**src/rtl/majority_window_filter.sv**
```systemverilog
// Multi-channel sliding-window majority voter with hysteresis.
// Each channel counts ones in its last WIN accepted samples.
module majority_window_filter #(
  parameter int CH  = 4,
  parameter int WIN = 5,
  parameter int HI  = (WIN + 1) / 2,
  parameter int LO  = (WIN - 1) / 2,
  localparam int CW = $clog2(WIN + 1)
) (
  input  logic             clk,
  input  logic             rst_n,
  input  logic             in_valid,
  input  logic [CH-1:0]    inp,
  input  logic             clear,
  output logic [CH-1:0]    out,
  output logic             out_valid,
  output logic [CH*CW-1:0] cnt_dbg
);

  localparam logic [CW-1:0] WIN_C = CW'(WIN);
  localparam logic [CW-1:0] HI_C  = CW'(HI);
  localparam logic [CW-1:0] LO_C  = CW'(LO);

  logic [WIN-1:0] r_hist [CH];
  logic [CW-1:0]  r_cnt  [CH];
  logic [CW-1:0]  r_fill;
  logic [CH-1:0]  r_out;
  logic           r_out_valid;

  logic [WIN:0]   w_ext      [CH];
  logic [WIN-1:0] w_hist_nxt [CH];
  logic [CW-1:0]  w_cnt_nxt  [CH];
  logic [CH-1:0]  w_old;
  logic [CH-1:0]  w_out_nxt;
  logic [CW-1:0]  w_fill_nxt;
  logic           w_full;
  logic [CH*CW-1:0] w_cnt_dbg;

  always_comb begin
    w_fill_nxt = (r_fill == WIN_C) ? WIN_C : r_fill + CW'(1);
    w_full     = (w_fill_nxt == WIN_C);
    w_old      = '0;
    w_out_nxt  = r_out;
    w_cnt_dbg  = '0;
    for (int c = 0; c < CH; c++) begin
      // Before the window is full the leaving slot holds no real sample.
      w_old[c] = (r_fill == WIN_C) ? r_hist[c][WIN-1] : 1'b0;
      w_ext[c] = {r_hist[c], inp[c]};
      w_hist_nxt[c] = w_ext[c][WIN-1:0];
      w_cnt_nxt[c] = r_cnt[c] + CW'(inp[c]) - CW'(w_old[c]);
      if (!w_full)
        w_out_nxt[c] = 1'b0;
      else if (w_cnt_nxt[c] >= HI_C)
        w_out_nxt[c] = 1'b1;
      else if (w_cnt_nxt[c] <= LO_C)
        w_out_nxt[c] = 1'b0;
      w_cnt_dbg[c*CW +: CW] = r_cnt[c];
    end
  end

  always_ff @(posedge clk) begin
    if (!rst_n || clear) begin
      for (int c = 0; c < CH; c++) begin
        r_hist[c] <= '0;
        r_cnt[c]  <= '0;
      end
      r_fill      <= '0;
      r_out       <= '0;
      r_out_valid <= 1'b0;
    end else if (in_valid) begin
      for (int c = 0; c < CH; c++) begin
        r_hist[c] <= w_hist_nxt[c];
        r_cnt[c]  <= w_cnt_nxt[c];
      end
      r_fill      <= w_fill_nxt;
      r_out       <= w_out_nxt;
      r_out_valid <= r_out_valid | w_full;
    end
  end

  assign out       = r_out;
  assign out_valid = r_out_valid;
  assign cnt_dbg   = w_cnt_dbg;

endmodule
```
**config.mk**
```make
export PLATFORM = sky130hd
export DESIGN_NAME = majority_window_filter
export DESIGN_NICKNAME = d
export VERILOG_FILES = /design/src/rtl/majority_window_filter.sv
export SDC_FILE = /design/constraint.sdc
export NUM_CORES = 1
export LEC_CHECK = 0
export ABC_CLOCK_PERIOD_IN_PS = 4160
export CORE_MARGIN = 1.5
export CORE_UTILIZATION = 66
export DETAILED_ROUTE_END_ITERATION = 8
export DONT_BUFFER_PORTS = 1
export PLACE_DENSITY_LB_ADDON = 0.3
export SETUP_SLACK_MARGIN = 0.3
export SLEW_MARGIN = 20
export SYNTH_ARGS = -nofsm -noshare
export SYNTH_HDL_FRONTEND = slang
export SYNTH_SLANG_ARGS = --single-unit
export TNS_END_PERCENT = 100
```
**constraint.sdc**
```tcl
create_clock -name clk -period 4.16 [get_ports clk]
set_clock_uncertainty 0.2 [all_clocks]
set_input_delay 0.832 -clock clk [delete_from_list [all_inputs] [get_ports clk]]
set_output_delay 0.832 -clock clk [all_outputs]
set_load 0.01 [all_outputs]
```
==> results.ini, run 1 <==
[setup_path]
crit_slowest_cell=dfxtp_1
slowest_delay_ns=0.38
regToRegEndpoint=out[1]
r2r_cells=10
critPathTopFamily=adder cells
crit_required_ns=4.21
crit_path_end_kind=flip-flop
crit_fanout=7
cp-start-kind=flip-flop
critical_path_class=reg -> reg
r2r_slack_ns=1.53
crit_arrival_ns=2.69
path_buf_inv=2
r2r-start=r_fill[1]
cp_cell_sequence=and2b_1 > and3_1 > ha_1 > inv_1 > ha_1 > inv_1 > fa_1 > xnor3_1 > o21ai_0 > a22o_1

[timing]
max_freq_ghz=0.380
tns_ns=0
slew_headroom=0.563
timing.final.crit_share=0.633
rsz0062_at_grt=no
period_minus_slack_ns=2.63
worstMarginPinSlew_ns=0.655
hold_viol_final=0
slew_violations=0
finalSetupViolCount=0

[synthesis]
synth_seq_cells=40
ys_warn_count=0
yosysTopAreaCell=edfxtp_1
netlist_area_mm2=0.00184
synth_seq_area_share=0.608
synth_cell_type_count=25
synthDominantCellAreaShare=0.521
syn-instance-count=139
syn_area_per_cell_um2=13.3
syn_nets=159
synth_area_leaders=edfxtp_1, dfxtp_1, and2_1, ha_1, fa_1

[min_path]
worstHoldPathType=reg -> reg
hold-path-endpoint=r_hist[0][3]
min_from=r_hist[0][2]
hold_depth=1

[grt]
grt_overflow_total=0
antenna_found_initial=0
grt_max_degree=33
grt_use_total=0.209
grt_pass1_wl_um=4730
grt_pass1_vias=963

[detailed_routing]
vias=996
routed_via_density=5.72
drcViolationCount=0
drt_iter0_drc=82
antenna_left=0
finalWirelength_um=2890
wl_per_cell_um=16.6
dr.pass1.iters=4

[floorplanning]
dieHeight_um=55.8
core_area_mm2=0.00257
std_cell_rows=18
die_area_mm2=0.00312
start_util=0.718
die_w_um=55.8
ios=25

[clock_tree]
cts_hold_buf=0
cts_num_sinks=40
htreeDepth=2
cts_setup_buffers=0
cts_tree=yes
clk_pin_slew_worst_paths_ns=0.11
root_buffer=clkbuf_4
ctsResizeCount=0
cts_inserted_buffers=5
clock_latency_ns=0.35
clockBufferDepth=2

[pwr]
irDropWorstVdd_mv=0.278
cellPowerDensity_mw_per_mm2=363
power.leakage_nw=0.844

[placed_design]
dpl.hpwl_um=1950
place.gp.congestion=0.773
portBuffers=0

[final_layout]
finalCoreUtilization=0.744
area_growth_pct=3.67
multi_input_area_um2=637
drive_gt1_frac=0.0764
num-fill-cells=171
final_common_cell=edfxtp_1
mostFrequentLayoutCells=edfxtp_1, and2_1, nor2_1, inv_1
nNetsFinal=163
diodes=0
regArea_mm2=0.00112

[outcome]
outcome=complete, no violations

[job]
max_cap_violations=0

## how the worst max path moves through the flow
stage / endpoint / from / cells after the start
finish: out[1] / r_fill[1] / 10
global route: out[1] / r_fill[1] / 10
global placement: r_cnt[0][0] / clear / 3
CTS: out[1] / r_fill[1] / 10
detailed placement: r_hist[1][1] / clear / 3
floorplan: out[1] / r_fill[1] / 10
## power breakdown
| group | total, W | internal (W) | leakage [nW] | switching, W |
|---|---|---|---|---|
| sequential | 0.000460 | 0.000448 | 0.436 | 0.0000122 |
| combinational | 0.0000489 | 0.0000223 | 0.376 | 0.0000266 |
| clock | 0.000185 | 0.0000620 | 0.0324 | 0.000123 |
| total | 0.000694 | 0.000532 | 0.844 | 0.000162 |
## metal layers
layer | global-route usage | up-vias | share of wire
li1 | - | 475 | -
met5 | 0 | - | 0
met3 | 0.0674 | 9 | 0.076
met4 | 0.133 | 0 | 0.030
met1 | 0.281 | 477 | 0.43
met2 | 0.294 | 35 | 0.47
## cells in the mapped netlist
cell	n
a22o_1	4
nand2_1	3
nor2_1	17
clkbuf_2	2
edfxtp_1	32
a21oi_1	1
fa_1	4
and2_4	1
buf_6	1
xor2_1	1
and3_1	4
o21ai_0	3
and2_1	22
xnor3_1	3
inv_1	17
nor3_1	1
ha_1	8
mux2i_1	1
dfxtp_1	8
and2b_1	1
nand2b_1	1
nand3_1	1
xor3_2	1
nand3b_1	1
and3b_4	1
## sequential cells by signal, summed over array words and instances (netlist names)
signal / flops
r_hist: 20
r_cnt: 12
out: 4
r_fill: 3
out_valid: 1
## cell type report
class / count / area share
Sequential cell: 40 / 0.587
Inverter: 17 / 0.0334
Clock inverter: 3 / 0.00720
Tap cell: 30 / 0.0196
Multi-Input combinational cell: 79 / 0.333
Clock buffer: 5 / 0.0196
## cells by family (layout without fill, tap and decap cells)
| family | Yosys count | after routing | synth area share |
|---|---|---|---|
| flops | 40 | 40 | 0.608 |
| compound gates | 8 | 8 | 0.0299 |
| buf+inv | 20 | 25 | 0.0462 |
| xor+xnor | 5 | 5 | 0.0550 |
| simple gates | 53 | 53 | 0.157 |
| mux | 1 | 1 | 0.00543 |
| fa+ha+maj | 12 | 12 | 0.0978 |
## through the flow
step | std cells | hold WS [ns] | setup slack (ns) | power (W) | area [um^2]
final | 174 | 0.335 | 1.53 | 0.000694 | 1910
after global routing | 174 | 0.353 | 1.39 | 0.000719 | 1910
after CTS | 174 | 0.335 | 1.51 | 0.000698 | 1910
after detailed placement | 166 | 0.307 | 1.53 | 0.000518 | 1860
after global placement | 166 | 0.300 | 1.60 | 0.000514 | 1860
after floorplan | 139 | 0.295 | 1.81 | 0.000507 | 1840
No activity file was read; power rests on OpenSTA's default activity.
==> inputs of run 2 (changes only) <==
- ABC_CLOCK_PERIOD_IN_PS: 4160 -> 2600
- CORE_UTILIZATION: 66 -> 61
- clock period: 4.16 -> 2.6 ns (I/O delays scaled with it)
==> run 2 against run 1 <==
Compared with the run above: hold slack worse by 0.21 ns; count of clock-buffer cells in the layout is 2 higher; global-route usage down 0.87 points; flip-flop and latch count unchanged; power rose by 86%; sequential share of layout area fell by 5.9 points; combinational power up 100%; critical endpoint is now out[3]; largest cell class unchanged.
==> results.ini, run 2 (synthesis gave the netlist of run 1 again) <==
[setup_path]
r2r_slack_ns=0.26  ; was 1.53 ns
crit_fanout=7  ; unchanged
crit_required_ns=2.65  ; was 4.21 ns
r2r-start=r_fill[1]  ; unchanged
crit_arrival_ns=2.39  ; was 2.69 ns
regToRegEndpoint=out[3]  ; was out[1]
crit_path_end_kind=flip-flop  ; unchanged
r2r_cells=10  ; unchanged
cp-start-kind=flip-flop  ; unchanged
worstSetupStartpoint=r_fill[1]  ; unchanged
critical_path_class=reg -> reg  ; unchanged

[detailed_routing]
wl_per_cell_um=16.4  ; was 16.6 um
wl_met1_um=1340  ; was 1240 um
route.met2.wl_um=1390  ; was 1340 um
antenna_left=0  ; unchanged
drt_iter0_drc=66  ; was 82
drcViolationCount=0  ; unchanged
routed_via_density=5.46  ; was 5.72
wl_met3_um=135  ; was 218 um
finalWirelength_um=2920  ; was 2890 um
vias=972  ; was 996
dr.max_layer_used=met4  ; unchanged
dr.pass1.iters=6  ; was 4

[placed_design]
dp_worst_setup_slack_ns=0.164  ; was 1.53 ns
place_area_mm2=0.00189  ; was 0.00186 mm^2
dpl.hpwl_um=1860  ; was 1950 um
portBuffers=0  ; unchanged
dp_cells=169  ; was 166
place.gp.congestion=0.774  ; was 0.773

[timing]
slew_violations=0  ; unchanged
timing.hold.ws_ns=0.123  ; was 0.335 ns
period_minus_slack_ns=2.34  ; was 2.63 ns
timing.final.crit_share=0.899  ; was 0.633
tns_ns=0  ; unchanged
max_freq_ghz=0.428  ; was 0.380 GHz
rsz0062_at_grt=yes  ; was no
finalSetupViolCount=0  ; unchanged
worstMarginPinSlew_ns=0.484  ; was 0.655 ns
fin_ws_ns=0.262  ; was 1.53 ns
hold_viol_final=0  ; unchanged
slew_headroom=0.676  ; was 0.563

[final_layout]
mostFrequentLayoutCells=edfxtp_1, and2_1, nor2_1, inv_1, ha_4  ; was edfxtp_1, and2_1, nor2_1, inv_1
drive_gt1_frac=0.286  ; was 0.0764
finish.instance_area_mm2=0.00213  ; was 0.00191 mm^2
largest-register=r_hist  ; unchanged
nNetsFinal=166  ; was 163
final_common_cell=edfxtp_1  ; unchanged
final_cells=178  ; was 174
area_growth_pct=15.4  ; was 3.67%
diodes=0  ; unchanged
largest_register_ffs=20  ; unchanged

[job]
max_cap_violations=0  ; unchanged

[clock_tree]
cts_num_sinks=40  ; unchanged
clockBufferDepth=2  ; unchanged
cts_tree=yes  ; unchanged
htreeDepth=2  ; unchanged
cts_inserted_buffers=5  ; unchanged
clock_latency_ns=0.34  ; was 0.35 ns
root_buffer=clkbuf_4  ; unchanged
clk_pin_slew_worst_paths_ns=0.12  ; was 0.11 ns
cts_hold_buf=0  ; unchanged

[grt]
grt_overflow_total=0  ; unchanged
grt_max_degree=30  ; was 33
grt_use_total=0.200  ; was 0.209
grt_pass1_wl_um=4800  ; was 4730 um
antenna_found_initial=0  ; unchanged
grt_pass1_vias=1059  ; was 963

[floorplanning]
std_cell_rows=19  ; was 18
core_area_mm2=0.00281  ; was 0.00257 mm^2
ios=25  ; unchanged
die_area_mm2=0.00336  ; was 0.00312 mm^2
dieHeight_um=58.0  ; was 55.8 um
die_w_um=58.0  ; was 55.8 um
start_util=0.657  ; was 0.718

[min_path]
hold-path-endpoint=out_valid  ; was r_hist[0][3]
hold_depth=2  ; was 1
worstHoldPathType=in -> reg  ; was reg -> reg
min_from=in_valid  ; was r_hist[0][2]

[pwr]
power.leakage_nw=0.856  ; was 0.844 nW
irDropWorstVdd_mv=0.442  ; was 0.278 mV
cellPowerDensity_mw_per_mm2=608  ; was 363 mW/mm^2

[outcome]
outcome=complete, no violations  ; unchanged

-- run 2: critical path, cell delays in order, from the launching register on --
cell     delay (ns)
dfxtp_2        0.35
and2b_2        0.25
and3_4         0.20
ha_4           0.21
inv_4          0.06
ha_4           0.12
inv_2          0.04
fa_2           0.34
xnor3_1        0.22
o21ai_1        0.08
a22o_1         0.18
-- run 2: what timing repair did --
| item | 4_1_cts | 5_1_grt |
|---|---|---|
| gates resized for setup | 30 | 3 |
| pin swaps | 18 | 7 |
| setup buffers | 1 | 0 |
| setup endpoints to repair | 12 | 11 |
-- run 2: worst max path at each step --
stage                  end  depth (start not counted)
floorplan           out[1]                         10
global placement    out[1]                         10
detailed placement  out[0]                          9
CTS                 out[3]                         10
global route        out[0]                          9
finish              out[3]                         10
-- run 2: layer usage --
layer,GRT usage,vias up
met5,0,-
met4,0.0797,0
met3,0.0580,5
met2,0.312,26
met1,0.267,461
li1,-,480
-- run 2: stage by stage --
stage,util,power (W)
finish,0.758,0.00129
CTS,0.756,0.00129
global placement,0.673,0.000824
floorplan,-,0.000812
detailed placement,0.673,0.000828
global route,0.758,0.00133
-- run 2: final cells by class --
cell class	instances	area, um^2
clock buffer	7	65.1
fill	169	678
timing repair buffer	3	22.5
multi-input combinational	79	773
tap	31	38.8
clock inverter	1	30.0
sequential	40	1120
inverter	17	73.8
-- run 2: report_power, final --
| group | total, W | switching (W) | internal, W |
|---|---|---|---|
| logic | 0.0000994 | 0.0000508 | 0.0000486 |
| clock network | 0.000457 | 0.000202 | 0.000255 |
| registers | 0.000736 | 0.0000198 | 0.000716 |
| total | 0.00129 | 0.000273 | 0.00102 |
==> inputs of run 3 (changes only) <==
- PLACE_DENSITY: default -> 0.81
- PLACE_DENSITY_LB_ADDON: 0.3 -> default
- SKIP_LAST_GASP: default -> 1
==> run 3 against run 2 <==
Compared with the run above: the flow now finishes with violations (design-rule violations); die area did not move; largest cell class unchanged; register-to-register slack barely moved; first-iteration DRC count is 11% lower; clock power fell by 36%; highest routed layer unchanged.
==> results.ini, run 3 (synthesis gave the netlist of run 1 again) <==
[outcome]
outcome=finished, violations left  ; was complete, no violations
violations=design-rule violations

[final_layout]
final_common_cell=edfxtp_1  ; unchanged
num-fill-cells=184  ; was 169
drive_gt1_frac=0.282  ; was 0.286
area_growth_pct=13.7  ; was 15.4%
mostFrequentLayoutCells=edfxtp_1, and2_1, nor2_1, inv_1, ha_4  ; unchanged
largest_register_ffs=20  ; unchanged
finalCoreUtilization=0.747  ; was 0.758
nNetsFinal=168  ; was 166
diodes=0  ; unchanged
largest-register=r_hist  ; unchanged

[setup_path]
crit_required_ns=2.49  ; was 2.65 ns
r2r-start=r_fill[1]  ; unchanged
cp-start-kind=flip-flop  ; unchanged
crit_slowest_cell=dfxtp_2  ; unchanged
r2r_slack_ns=0.25  ; was 0.26 ns
critical_path_class=reg -> reg  ; unchanged
r2r_cells=10  ; unchanged
path_buf_inv=3  ; was 2
slowest_delay_ns=0.33  ; was 0.35 ns
critPathTopFamily=adder cells  ; unchanged
crit_fanout=6  ; was 7
crit_arrival_ns=2.24  ; was 2.39 ns
crit_top_cell=ha_4  ; unchanged
crit_path_end_kind=flip-flop  ; unchanged
cp_cell_sequence=and2b_2 > and3_4 > ha_4 > inv_4 > ha_4 > inv_2 > fa_2 > xnor3_1 > buf_4 > nor2_1  ; was and2b_2 > and3_4 > ha_4 > inv_4 > ha_4 > inv_2 > fa_2 > xnor3_1 > o21ai_1 > a22o_1
regToRegEndpoint=r_cnt[3][2]  ; was out[3]

[timing]
slew_violations=0  ; unchanged
tns_ns=0  ; unchanged
fin_ws_ns=0.252  ; was 0.262 ns
timing.final.crit_share=0.903  ; was 0.899
rsz0062_at_grt=yes  ; unchanged
worstMarginPinSlew_ns=0.485  ; was 0.484 ns
timing.hold.ws_ns=0.112  ; was 0.123 ns
hold_viol_final=0  ; unchanged
period_minus_slack_ns=2.35  ; was 2.34 ns
max_freq_ghz=0.426  ; was 0.428 GHz
slew_headroom=0.676  ; about the same
finalSetupViolCount=0  ; unchanged

[grt]
grt_pass1_vias=1060  ; was 1,059
grt_use_total=0.206  ; was 0.200
grt_overflow_total=0  ; unchanged
grt_max_degree=30  ; unchanged
grt_pass1_wl_um=4920  ; was 4800 um
antenna_found_initial=0  ; unchanged

[placed_design]
portBuffers=0  ; unchanged
dpl.hpwl_um=1900  ; was 1860 um
dp_worst_setup_slack_ns=0.152  ; was 0.164 ns
place.gp.congestion=0.812  ; was 0.774

[detailed_routing]
drt_iter0_drc=59  ; was 66
vias=1010  ; was 972
wl_met1_um=1290  ; was 1340 um
drcViolationCount=4  ; was 0
dr.pass1.iters=8  ; was 6
antenna_left=0  ; unchanged
route.met2.wl_um=1340  ; was 1390 um
dr.max_layer_used=met4  ; unchanged
wl_per_cell_um=16.6  ; was 16.4 um
routed_via_density=5.61  ; was 5.46
wl_met3_um=295  ; was 135 um
finalWirelength_um=2980  ; was 2920 um

[job]
max_cap_violations=0  ; unchanged

[min_path]
hold-path-endpoint=out_valid  ; unchanged
worstHoldPathType=in -> reg  ; unchanged
min_from=in_valid  ; unchanged
hold_depth=2  ; unchanged

[pwr]
switching_share=0.226  ; was 0.211
p_seq_frac=0.652  ; was 0.569
p_comb_frac=0.090  ; was 0.077
cellPowerDensity_mw_per_mm2=539  ; was 608 mW/mm^2
switchingPower_w=0.000255  ; was 0.000273 W
irDropWorstVdd_mv=0.385  ; was 0.442 mV
power.leakage_nw=0.843  ; was 0.856 nW
pwr-share-clk=0.257  ; was 0.354
p_int_w=0.000875  ; was 0.00102 W

[clock_tree]
cts_inserted_buffers=5  ; unchanged
clock_latency_ns=0.35  ; was 0.34 ns
clk_pin_slew_worst_paths_ns=0.11  ; was 0.12 ns
cts_tree=yes  ; unchanged
htreeDepth=2  ; unchanged
clockBufferDepth=2  ; unchanged
root_buffer=clkbuf_4  ; unchanged
cts_num_sinks=40  ; unchanged
cts_hold_buf=0  ; unchanged

[floorplanning]
die_w_um=58.0  ; unchanged
ios=25  ; unchanged
die_area_mm2=0.00336  ; unchanged
start_util=0.657  ; unchanged
dieHeight_um=58.0  ; unchanged
std_cell_rows=19  ; unchanged
core_area_mm2=0.00281  ; unchanged

run 3: worst max-delay path by stage:
stage | from | end | slack, ns | cells after the start
floorplan | r_fill[1] | out[1] | 0.29 | 10
global placement | r_fill[1] | out[1] | 0.21 | 10
detailed placement | r_fill[1] | out[3] | 0.15 | 10
CTS | r_fill[1] | out[1] | 0.28 | 10
global route | r_fill[1] | out[1] | 0.17 | 10
finish | r_fill[1] | r_cnt[3][2] | 0.25 | 10
run 3: worst register-to-register path, stage by stage (launching register included):
cell and delay [ns]:
dfxtp_2 0.33, and2b_2 0.27, and3_4 0.21, ha_4 0.20, inv_4 0.05, ha_4 0.11
inv_2 0.03, fa_2 0.32, xnor3_1 0.23, buf_4 0.11, nor2_1 0.03
run 3: area by class of cell:
class                   count  area [um^2]  share of cell area
flip-flops and latches     40         1120               0.536
multi-input cells          79          776               0.370
repair buffers              5         37.5              0.0179
well taps                  31         38.8              0.0185
inverters                  17         71.3              0.0340
clock buffers               8         48.8              0.0233
run 3: what timing repair did:
| item | in CTS | in global routing |
|---|---|---|
| setup endpoints to repair | 12 | 12 |
| pin swaps | 16 | 7 |
| hold endpoints to repair | 0 | 0 |
| resized for setup | 28 | 5 |
| setup buffers | 3 | 0 |
| cloned | 0 | 0 |
run 3: power by group through the flow:
stage | clock network, W | registers (W) | logic, W
finish | 0.000291 | 0.000737 | 0.000102
detailed placement | 0 | 0.000751 | 0.0000785
floorplan | 0 | 0.000746 | 0.0000652
CTS | 0.000307 | 0.000737 | 0.0000971
global route | 0.000325 | 0.000741 | 0.000113
global placement | 0 | 0.000750 | 0.0000739
run 3: routing by layer:
metal,vias up,global-route usage
met5,-,0
met4,0,0.0897
met3,6,0.118
met2,40,0.291
met1,482,0.259
li1,482,-
run 3: stage by stage:
step           cells  total power, W  instance area (um^2)
2_1_floorplan    139        0.000812                  1860
3_3_place_gp     169        0.000824                  1890
3_5_place_dp     169        0.000830                  1890
4_1_cts          180         0.00114                  2080
5_1_grt          180         0.00118                  2100
6_report         180         0.00113                  2100
